**src/rtl/muldiv_sequencer.sv**
```systemverilog
// EX-stage sequencer for the RV32M multiplier and divider. It launches one operation at a time,
// stalls the pipeline until the unit answers, resolves divide special cases locally, and drains killed operations.
module muldiv_sequencer #(
    parameter int TIMEOUT_CYCLES = 64
) (
    input  logic        clk,
    input  logic        rst,
    input  logic        ex_valid,
    input  logic        flush,
    input  logic        pipe_advance,
    input  logic        mul_en,
    input  logic [2:0]  mul_funct3,
    input  logic        div_en,
    input  logic        div_signed_en,
    input  logic        div_rem,
    input  logic [31:0] rs1_val,
    input  logic [31:0] rs2_val,
    output logic        mul_start,
    output logic [31:0] mul_a,
    output logic [31:0] mul_b,
    output logic        mul_a_signed,
    output logic        mul_b_signed,
    input  logic        mul_done,
    input  logic [63:0] mul_product,
    output logic        div_start,
    output logic [31:0] div_a,
    output logic [31:0] div_b,
    output logic        div_signed,
    input  logic        div_done,
    input  logic [31:0] div_quot,
    input  logic [31:0] div_rem_val,
    output logic        stall,
    output logic [31:0] result,
    output logic        result_valid,
    output logic        timeout_err
);

    typedef enum logic [2:0] {
        IDLE,
        MUL_WAIT,
        DIV_WAIT,
        DONE,
        DRAIN
    } state_t;

    localparam int CW = $clog2(TIMEOUT_CYCLES + 1);
    localparam logic [CW-1:0] CNT_LAST = CW'(TIMEOUT_CYCLES - 1);

    state_t        state;
    logic [CW-1:0] cnt;
    logic          op_is_mul;
    logic          op_mul_hi;
    logic          op_rem;

    logic          req;
    logic          div_by_zero;
    logic          div_ovf;
    logic          unit_done;
    logic [31:0]   unit_result;

    assign req         = ex_valid & (mul_en | div_en) & ~flush;
    assign div_by_zero = (rs2_val == 32'h0);
    assign div_ovf     = div_signed_en && (rs1_val == 32'h8000_0000) && (rs2_val == 32'hFFFF_FFFF);

    // The outstanding op decides which unit's done pulse is meaningful, in both WAIT and DRAIN.
    assign unit_done   = op_is_mul ? mul_done : div_done;
    assign unit_result = op_is_mul ? (op_mul_hi ? mul_product[63:32] : mul_product[31:0])
                                   : (op_rem ? div_rem_val : div_quot);

    always_comb begin
        // NOTE: default assignment first so no path through the case leaves stall unassigned (no latch).
        stall = 1'b0;
        case (state)
            IDLE, DRAIN:        stall = req;
            MUL_WAIT, DIV_WAIT: stall = 1'b1;
            default:            stall = 1'b0;
        endcase
    end

    // NOTE: sequential state uses non-blocking assignments only, so every register samples pre-edge values.
    always_ff @(posedge clk or negedge rst) begin
        if (!rst) begin
            state        <= IDLE;
            cnt          <= '0;
            op_is_mul    <= 1'b0;
            op_mul_hi    <= 1'b0;
            op_rem       <= 1'b0;
            mul_start    <= 1'b0;
            mul_a        <= '0;
            mul_b        <= '0;
            mul_a_signed <= 1'b0;
            mul_b_signed <= 1'b0;
            div_start    <= 1'b0;
            div_a        <= '0;
            div_b        <= '0;
            div_signed   <= 1'b0;
            result       <= '0;
            result_valid <= 1'b0;
            timeout_err  <= 1'b0;
        end else begin
            mul_start <= 1'b0;
            div_start <= 1'b0;
            case (state)
                IDLE: begin
                    cnt <= '0;
                    if (req) begin
                        op_is_mul <= mul_en;
                        if (mul_en) begin
                            mul_a        <= rs1_val;
                            mul_b        <= rs2_val;
                            mul_a_signed <= ~(mul_funct3[1] & mul_funct3[0]);
                            mul_b_signed <= ~mul_funct3[1];
                            op_mul_hi    <= (mul_funct3 != 3'b000);
                            mul_start    <= 1'b1;
                            state        <= MUL_WAIT;
                        end else begin
                            op_rem <= div_rem;
                            if (div_by_zero) begin
                                result       <= div_rem ? rs1_val : 32'hFFFF_FFFF;
                                result_valid <= 1'b1;
                                state        <= DONE;
                            end else if (div_ovf) begin
                                result       <= div_rem ? 32'h0 : 32'h8000_0000;
                                result_valid <= 1'b1;
                                state        <= DONE;
                            end else begin
                                div_a      <= rs1_val;
                                div_b      <= rs2_val;
                                div_signed <= div_signed_en;
                                div_start  <= 1'b1;
                                state      <= DIV_WAIT;
                            end
                        end
                    end
                end
                MUL_WAIT, DIV_WAIT: begin
                    // A kill wins over a same-cycle answer; that answer then retires the drain at once.
                    if (flush) begin
                        cnt   <= '0;
                        state <= unit_done ? IDLE : DRAIN;
                    end else if (unit_done) begin
                        cnt          <= '0;
                        result       <= unit_result;
                        result_valid <= 1'b1;
                        state        <= DONE;
                    end else if (cnt == CNT_LAST) begin
                        cnt          <= '0;
                        timeout_err  <= 1'b1;
                        result       <= '0;
                        result_valid <= 1'b1;
                        state        <= DONE;
                    end else begin
                        cnt <= cnt + 1'b1;
                    end
                end
                DONE: begin
                    cnt <= '0;
                    if (pipe_advance || flush) begin
                        result_valid <= 1'b0;
                        state        <= IDLE;
                    end
                end
                DRAIN: begin
                    if (unit_done) begin
                        cnt   <= '0;
                        state <= IDLE;
                    end else if (cnt == CNT_LAST) begin
                        cnt         <= '0;
                        timeout_err <= 1'b1;
                        state       <= IDLE;
                    end else begin
                        cnt <= cnt + 1'b1;
                    end
                end
                default: begin
                    cnt   <= '0;
                    state <= IDLE;
                end
            endcase
        end
    end

endmodule

```
**config.mk**
```make
export PLATFORM = sky130hd
export DESIGN_NAME = muldiv_sequencer
export DESIGN_NICKNAME = d
export VERILOG_FILES = /design/src/rtl/muldiv_sequencer.sv
export SDC_FILE = /design/constraint.sdc
export NUM_CORES = 1
export LEC_CHECK = 0
export CORE_ASPECT_RATIO = 0.9
export CORE_MARGIN = 8
export CORE_UTILIZATION = 25
export CTS_CLUSTER_DIAMETER = 150
export DETAILED_ROUTE_END_ITERATION = 10
export HOLD_SLACK_MARGIN = 0.06
export PLACE_DENSITY = 0.58
export SETUP_SLACK_MARGIN = 0.4
export SKIP_LAST_GASP = 1
export SYNTH_ARGS = -nofsm -noshare
export SYNTH_HDL_FRONTEND = slang
export SYNTH_SLANG_ARGS = --single-unit
```
**constraint.sdc**
```tcl
create_clock -name clk -period 3.22 [get_ports clk]
set_input_delay 0.322 -clock clk [delete_from_list [all_inputs] [get_ports clk]]
set_output_delay 0.322 -clock clk [all_outputs]
set_load 0.03 [all_outputs]
```
# Yosys cells after proc, flatten, opt, wreduce, memory -nomap -nowiden
# Cells that the tools add are included.
# op_classes
add_sub_neg,1
n_eq_ne,15
muxes,52
n_bitwise,10
n_reduce_logical,19
# ops
op,n
two-way mux 32 bit,12
equality test 32 bit (second input constant),2
case mux 32 bit (2 select lines),1
logical NOT 32 bit,1
two-way mux 3 bit,8
two-way mux 1 bit,22
two-way mux 7 bit,3
case mux 7 bit (2 select lines),1
case mux 3 bit (4 select lines),1
!= test 3 bit (second input constant),3
!= test 2 bit (second input constant),4
adder 7 x 1 -> 7 bit (second input constant),1
equality test 7 x 6 -> 1 bit (second input constant),1
AND reduction 7 bit,1
equality test 3 x 2 -> 1 bit (second input constant),2
NOT 1 bit,6
AND reduction 3 bit,2
AND reduction 6 bit,1
nonzero test 3 bit,2
AND reduction 5 bit,1
!= test 4 bit (second input constant),1
case mux 1 bit (2 select lines),2
AND reduction 2 bit,2
AND reduction 4 bit,1
other kinds (11),16
# totals
regBits,180
inputBits,206
out_inout_bits,168
elab_cells,114

# Depth between registers and ports, before layout
# depth
ltp_word,8
ltp_mapped,9
ltp_nobuf,7

# Worst setup path before layout
# Ideal clock, no wire load.
# synth_path
path_type,in2reg
from,input port rs1_val[11]
to,register div_a[10]
setup_time_ns,0.125
arrival_time_ns,2.342
required_time_ns,3.095
path_slack_ns,0.753
stages,8
n_path_buf,2
path_cell_list,or4_1 nor4_1 nand3_1 nor4_4 nor3_1 buf_4 buf_6 mux2_4
# synth_via
elab_chain_len,5
# synth_rtl
item,line_no,text
from (decl),16,"input logic [31:0] rs1_val,"
equality test 32 bit,63,assign div_ovf = div_signed_en && (rs1_val == 32'h8000_0000) && (rs2_val == 32'hFFFF_FFFF);
logical AND 1 bit (2 in series),63,
NOT 1 bit (no source line),-,
AND reduction 5 bit (no source line),-,
to (signal assigned),127,div_a <= rs1_val;
to (decl),26,"output logic [31:0] div_a,"
# Every way passes these cells.
# A chain may end at the register's enable or synchronous reset.

# Worst setup path after layout
# layout_path
from,register state[1]
to,register div_a[1]
# layout_via
elab_chain_len,2
# layout_rtl
item,line_no,text
from (decl),49,state_t state;
from (signal assigned),140,state <= unit_done ? IDLE : DRAIN;
logical NOT 3 bit,103,case (state)
AND reduction 5 bit (no source line),-,
# Every way passes these cells.

==> run_results.csv <==
group,metric,value,unit
drt,remaining_drc_errors,0,
floorplan,dieArea,41200,sq um
timing,slew_viol_final,0,
final_layout,finalNonFillerCells,1572,
clock_network,cts_setup_buffers,0,
yosys,synth_area_leaders,"dfrtp_1, mux2_2, mux2_4, mux2_1, mux2i_1",
timing,fin_crit,2.69,ns
drt,dr.first_iter.drc_count,326,
pwr,p_int,7900,uW
global_route,grt_pass1_wl,51600,microns
final_layout,final_common_cell,"clkdlybuf4s50_1",
global_route,grt_overflow,0,
pwr,p_comb_share,56.0,%
timing,fin_skew,0.0137,ns
global_route,grt_pass1_vias,7745,
critical_path,start_kind,"flip-flop",
pwr,switching_share,42.4,%
yosys,avgSynthCellArea,12.5,sq um
yosys,synth.top_cell.area_share,51.5,%
global_route,grt.busiest_layer,"met2",
critical_path,path_class,"reg -> reg",
timing,hold_slack,0.462,ns
clock_network,cts_root_buf,"clkbuf_16",
clock_network,cts_tree,"built",
placement,portBuffers,373,
critical_path,crit_arrival,3.01,ns
placement,dp.cells,1539,
pwr,ir_drop,0.000548,V
critical_path,worstSetupEndpointType,"flip-flop",
placement,gp_congestion,0.845,
floorplan,core.rowCount,65,
yosys,synthArstFlopShare,100,%
pwr,p_sw,5810,uW
timing,slew_headroom,52.9,%
final_layout,area_growth,59.4,%
yosys,synth_nets,906,
run_status,status,"finished clean",
floorplan,die_y,193,microns
yosys,synth_edf_count,0,
pwr,p_clk_share,15.7,%
global_route,met2_usage,27.8,%
global_route,met3_usage,5.85,%
placement,hpwl,27500,microns
critical_path,crit_top_cell,"or3_1",
clock_network,cts_sinks,180,
clock_network,cts_htree_levels,4,
global_route,grt_max_degree,76,
final_layout,drive_gt1_share,22.1,%
clock_network,cts_buffers,17,
drt,firstDrtPassIters,4,
pwr,leakagePower,0.00583,uW
timing,hold_violations,0,
critical_path,crit_family,"simple AND/OR/NAND/NOR gates",
job,cap_violations,0,
timing,tightest_slew,0.707,ns
clock_network,clkSlewWorstSetupHoldPaths,0.07,ns
pwr,p_per_area,984,nW/um^2
yosys,ys.flop_type,"dfrtp_1",
timing,setup_violations,0,
yosys,synth_cell_types,45,
floorplan,core_area,34700,sq um
drt,via_per_inst,4.55,
global_route,grtUsageTotal,16.7,%
timing,fmax,371,MHz
clock_network,cts_buffer_depth,2,
min_path,hp-class,"reg -> reg",
timing,rsz0062_at_grt,"no",
final_layout,final_cell_mix,"clkdlybuf4s50_1, dfrtp_1, mux2_2, nor2_1, mux2_1",
final_layout,num_antenna_cells,0,
yosys,synth_area,8740,sq um
floorplan,die_w,213,microns
yosys,yosysWarnings,0,
global_route,antenna_found_initial,0,
critical_path,critPathRequiredTime,3.53,ns
critical_path,critPathMaxFanout,25,
drt,antenna_left,0,
drt,finalWirelength,35100,microns
timing,period_share,83.7,%
critical_path,crit_buf_inv,1,
drt,vias,7147,
critical_path,crit_slowest_cell,"or3_1",
critical_path,slowest_delay,0.56,ns
pwr,pwr-share-seq,28.3,%
global_route,grtUsageMet1,20.5,%
yosys,yosysSeqAreaShare,51.5,%
drt,wl_per_cell,22.3,microns
yosys,yosys.area.top_type,"dfrtp_1",
yosys,synth_seq_cells,180,
final_layout,final_net_count,1297,
clock_network,clkLatencyLatePin,0.43,ns
floorplan,num_io_pins,374,
yosys,netlist_instances,699,
critical_path,path_cells,"or3_1 > or3_1 > nor3_4 > buf_12 > mux2_2",
floorplan,initial_core_util,25.2,%
-- cells by family (layout without fill, tap and decap cells) --
kind of cell | Yosys count | in the layout | synth area share (%)
compound gates | 90 | 90 | 6.18
xor+xnor | 5 | 5 | 0.501
simple gates | 145 | 145 | 8.80
fa+ha+maj | 1 | 1 | 0.143
flops | 180 | 180 | 51.5
mux | 229 | 229 | 30.3
buf+inv | 49 | 453 | 2.56
-- cell usage after synthesis (3+ instances only) --
master,n
nor2_1,48
mux2_1,38
mux2i_1,35
buf_6,4
nor4_1,15
nand3_1,6
xnor2_1,3
dfrtp_1,180
buf_2,5
and3_1,4
a31oi_1,3
mux2_2,126
nor2b_1,35
nor3_1,3
inv_1,3
nand2_1,13
mux2_4,30
buf_1,7
o21ai_0,8
o22ai_1,32
clkbuf_1,29
a21oi_1,36
nand4_1,8
-- area by class of cell --
cell class	instances	area, sq um
fillers	3409	20800
well taps	469	587
inverters	3	11.3
clock buffers	18	439
repair buffers	418	4180
clock inverters	14	163
multi-input cells	470	4050
flip-flops and latches	180	4510
-- metal layers --
metal  vias to the layer above  share of wire (%)
met1                      3560                 42
li1                       3326                  -
met2                       239                 48
met3                        22                8.1
met5                         -                  0
met4                         0                1.5
-- power groups by stage --
stage	sequential (uW)	combinational (uW)	clock, uW
after CTS	3890	7810	2220
after detailed placement	3920	7780	0
after global placement	3880	7740	0
final	3880	7680	2150
after global routing	4030	8110	2310
after floorplan	5690	2360	0
-- metrics by stage --
stage	instance area [sq um]	worst slack [ns]	power, uW	util, %	setup TNS (ns)
3_5_place_dp	13300	-0.0987	11700	38.3	-4.09
3_3_place_gp	13300	-0.0200	11600	38.3	-0.252
4_1_cts	13900	0.436	13900	40.1	0
5_1_grt	13900	0.412	14500	40.1	0
6_report	13900	0.526	13700	40.1	0
2_1_floorplan	8740	0.753	8040	-	0
-- worst paths after layout --
| path | start | to | slack (ns) | depth (start not counted) |
|---|---|---|---|---|
| max | state[1] | div_a[1] | 0.53 | 5 |
| min | cnt[0] | cnt[0] | 0.46 | 1 |
| max reg2reg | state[1] | div_a[1] | 0.53 | 5 |
| min reg2reg | cnt[0] | cnt[0] | 0.46 | 1 |
| max in group asynchronous | rst | result[1] | 1.91 | 3 |
| min in group asynchronous | rst | mul_b[8] | 0.50 | 2 |
-- sequential cells by signal, summed over array words and instances, names as in the netlist --
signal and count:
div_start 1, result 32, timeout_err 1, op_rem 1
div_a 32, op_is_mul 1, mul_b 32, mul_b_signed 1
op_mul_hi 1, mul_a 32, mul_a_signed 1, div_b 32
div_signed 1, cnt 7, result_valid 1, mul_start 1
state 3
-- timing repair --
item | 4_1_cts | 5_1_grt
endpoints found under the setup margin | 51 | 25
hold buffers | 1 | 0
resized for setup | 2 | 0
hold endpoints to repair | 73 | 0
pin swaps | 0 | 1
No activity file was read; power rests on OpenSTA's default activity.
